===== config.mk =====
export PLATFORM = sky130hd
export DESIGN_NAME = pht
export DESIGN_NICKNAME = d
export VERILOG_FILES = /design/src/rtl/pht.sv
export SDC_FILE = /design/constraint.sdc
export NUM_CORES = 1
export LEC_CHECK = 0
export CORE_ASPECT_RATIO = 1.25
export CORE_UTILIZATION = 55
export DETAILED_ROUTE_END_ITERATION = 10
export GPL_TIMING_DRIVEN = 0
export PLACE_DENSITY = 0.85
export REMOVE_ABC_BUFFERS = 1
export SETUP_SLACK_MARGIN = 0.1
export SLEW_MARGIN = 20
export SYNTH_ARGS = -nofsm -noshare
export SYNTH_HDL_FRONTEND = slang
export SYNTH_SLANG_ARGS = --single-unit

===== constraint.sdc =====
create_clock -name clk -period 8.35 [get_ports clk]
set_clock_uncertainty 0.15 [all_clocks]
set_input_delay 1.67 -clock clk [delete_from_list [all_inputs] [get_ports clk]]
set_output_delay 1.67 -clock clk [all_outputs]
set_load 0.005 [all_outputs]

===== src/rtl/pht.sv =====
// pht: gshare-style pattern history table of 2-bit counters with an in-order queue of indices awaiting resolve
module pht #(
  parameter int width = 4,
  parameter int depth = 4
) (
  input  logic                     clk,
  input  logic                     rst,
  input  logic                     pred_valid,
  input  logic [31:0]              pred_pc,
  input  logic [width-1:0]         bhr_in,
  output logic                     pred_ready,
  output logic                     pred_taken,
  input  logic                     resolve_valid,
  input  logic                     resolve_taken,
  output logic [$clog2(depth):0]   occupancy,
  output logic                     resolve_err
);
  localparam int aw = $clog2(depth);
  localparam logic [aw:0] full = (aw+1)'(depth);
  logic [1:0] ctr [2**width];
  logic [width-1:0] q [depth];
  logic [aw-1:0] wp, rp;
  logic [width-1:0] idx, upd_idx;
  logic [1:0] cur, nxt;
  logic accept, pop;
  always_comb begin
    idx = pred_pc[width+1:2] ^ bhr_in;
    pred_taken = ctr[idx][1];
    pred_ready = occupancy != full;
    accept = pred_valid && pred_ready;
    pop = resolve_valid && occupancy != '0;
    upd_idx = q[rp];
    cur = ctr[upd_idx];
    nxt = resolve_taken ? (cur == 2'b11 ? cur : cur + 2'b01) : (cur == 2'b00 ? cur : cur - 2'b01);
  end
  always_ff @(posedge clk) begin
    if (rst) begin
      for (int i = 0; i < 2**width; i++) ctr[i] <= 2'b01;
      wp <= '0;
      rp <= '0;
      occupancy <= '0;
      resolve_err <= 1'b0;
    end else begin
      if (pop) ctr[upd_idx] <= nxt;
      if (accept) wp <= wp + 1'b1;
      if (pop) rp <= rp + 1'b1;
      occupancy <= (accept && !pop) ? occupancy + 1'b1 : (pop && !accept) ? occupancy - 1'b1 : occupancy;
      resolve_err <= resolve_valid && occupancy == '0;
    end
  end
  always_ff @(posedge clk)
    if (accept) q[wp] <= idx;
endmodule


==> flow_summary.toml <==
[outcome]
status = "finished, final reports clean"

[route]
wl_per_cell_um = 19.3
postRouteWirelength_um = 6340
avgViaCountPerCell = 6.27
route.detailed.drc = 0
drt-initial-drc-count = 230
first_pass_iters = 6
highest_layer = "met4"
wl_met2_um = 3310
num_vias = 2062
met3WireLength_um = 412
antenna_left = 0
wl_met1_um = 2440

[placement]
dp.cells = 313
dpl.hpwl_um = 4390
io_buffers = 18
place_congestion = 0.890

[sta]
maxSlewViolCount = 0
fmax_mhz = 161
tightest_slew_ns = 0.980
relSlewSlack_pct = 34.5
finalSetupViolations = 0
fin_tns_setup_ns = 0
timing.final.crit_share_pct = 74.2
rsz0062_at_grt = "no"
final_hold_viol_count = 0
fin_crit_ns = 6.19

[logic_synthesis]
ys_warn_count = 0
synthTopCellsByCount = "edfxtp_1 (48), mux2i_1 (19), nand2_1 (19), nor2_1 (15), nand2b_1 (14)"
synth_edf_count = 48
netlist_area_um2 = 3070
netlist.area_leader.share_pct = 47.0
ys_ff_latch = 58
yosysMostFrequentCell = "edfxtp_1"
synth.largest_area_cell = "edfxtp_1"
synthDistinctLibCells = 40
ys_top_cells_by_area = "edfxtp_1 (47%), dfxtp_1 (6.5%), mux2i_1 (6.2%)"
syn_area_per_cell_um2 = 12.7
async_flop_share_pct = 0
syn_inst = 241
ys.flop_type = "edfxtp_1"
seq_area_frac_synth_pct = 53.5

[floorplanning]
die_area_um2 = 5880
start_util_pct = 56.7
core-area_um2 = 5410
io_pins = 47
rows = 30
die_h_um = 85.5
die_w_um = 68.8

[setup_path]
worstSetupPathType = "input pin to primary output"
crit_arrival_ns = 4.37
critPathMaxFanout = 8
cp.required_ns = 6.53
endpoint_kind = "primary output"
cp-start-kind = "input pin"

[power_and_ir_drop]
power.density_nw_per_um2 = 310
netSwitchingPower_uw = 383
internal_power_uw = 702
combPwrFrac_pct = 36.6
seqPwrFrac_pct = 34.4
peakVddDrop_v = 0.000120
p_leak_nw = 1.19
sw_frac_of_total_pct = 35.3
p_clk_share_pct = 29.0

[finish]
diodes = 0
layout-drive-gt1-share_pct = 12.8
syn_to_final_growth_pct = 14.1
fill_cells = 390
multi_input_area_um2 = 1340
finalNonFillerCells = 329
num-nets-final = 307
seqCellArea_um2 = 1640

[cts]
cts_resized = 0
clock-sinks = 58
hold_buffers = 0
htree_levels = 3
clk_path_buf_depth = 2
clk_pin_slew_ns = 0.07
postCtsSetupRepairBufs = 0
cts_tree = "built"
cts_buffers = 9
clock_latency_ns = 0.34
clock-root-buffer = "clkbuf_8"

[flow_run]
max_cap_violations = 0

[global_route]
gr-usage-all-layers_pct = 24.4
grt-ovfl-total = 0
grt_max_degree = 28
grt_first_pass_wirelength_um = 10000
antenna_found_initial = 0
grt_pass1_vias = 2113

[worst_hold_path]
hp-class = "flop to flop"
==> registers in the layout, summed over array words and instances (netlist names), named ones only <==
register,flops
q,16
resolve_err,1
wp,2
occupancy,3
ctr,32
rp,2
==> area by class of cell <==
| class | instances | area share, % |
|---|---|---|
| repair buffers | 18 | 5.15 |
| multi-input cells | 170 | 38.4 |
| clock inverters | 5 | 2.90 |
| flip-flops and latches | 58 | 46.9 |
| inverters | 3 | 0.322 |
| clock buffers | 11 | 4.04 |
| well taps | 64 | 2.29 |
==> final timing paths <==
kind,start,end,slack (ns),cells past startpoint
min reg2reg,occupancy[2],occupancy[2],0.36,2
min,occupancy[2],occupancy[2],0.36,2
max reg2reg,flop,ctr[14][1],5.01,6
max,pred_pc[2],pred_taken,2.16,7
==> per-layer routing <==
metal  vias up  track usage [%]
li1        962                -
met2        98             40.2
met5         -                0
met3        22             5.11
met4         0             14.8
met1       980             28.2
==> logic make-up (layout without fill, tap and decap cells) <==
group | count (synthesis) | count (layout) | synth area share, %
adders and majority gates | 6 | 6 | 2.69
DFF | 58 | 58 | 53.5
AOI/OAI and AO/OA | 15 | 15 | 4.28
buffers and inverters | 13 | 37 | 2.69
and+or+nand+nor | 112 | 112 | 21.7
xor gates and xnor gates | 9 | 9 | 2.57
muxes | 28 | 28 | 12.6
==> cell usage in the layout, fill, tap and decap left out, drive strengths merged, types with 10 or more instances in the layout <==
cell / instances
nand4b: 11
clkbuf: 11
mux2i: 19
nand2b: 14
edfxtp: 48
nor2: 15
dfxtp: 10
nand2: 19
or2: 10
clkdlybuf4s50: 18
nor4: 12
==> critical path, stage by stage <==
cell and delay [ns]:
clkdlybuf4s50_1 0.47, xor2_1 0.77, mux4_2 0.60, mux2_2 0.28, nand2_1 0.06, o21ai_0 0.07
clkdlybuf4s50_1 0.46
==> per-stage QoR <==
step                setup slack (ns)  power (mW)  hold slack [ns]  utilization (%)  cell area (um^2)
detailed placement              2.06       0.765            0.364             60.2              3260
CTS                             2.11        1.08            0.374             64.7              3500
global placement                2.13       0.754            0.344             60.2              3260
finish                          2.16        1.08            0.365             64.7              3500
floorplan                       3.39       0.656            0.335                -              3000
global route                    1.93        1.13            0.439             64.7              3500
==> power groups by stage <==
stage	Sequential, mW	Clock (mW)	Combinational (mW)
2_1_floorplan	0.374	0	0.282
3_5_place_dp	0.380	0	0.385
6_report	0.373	0.315	0.397
3_3_place_gp	0.378	0	0.376
4_1_cts	0.374	0.314	0.390
5_1_grt	0.379	0.329	0.427
Power figures use the tool's default switching activity.
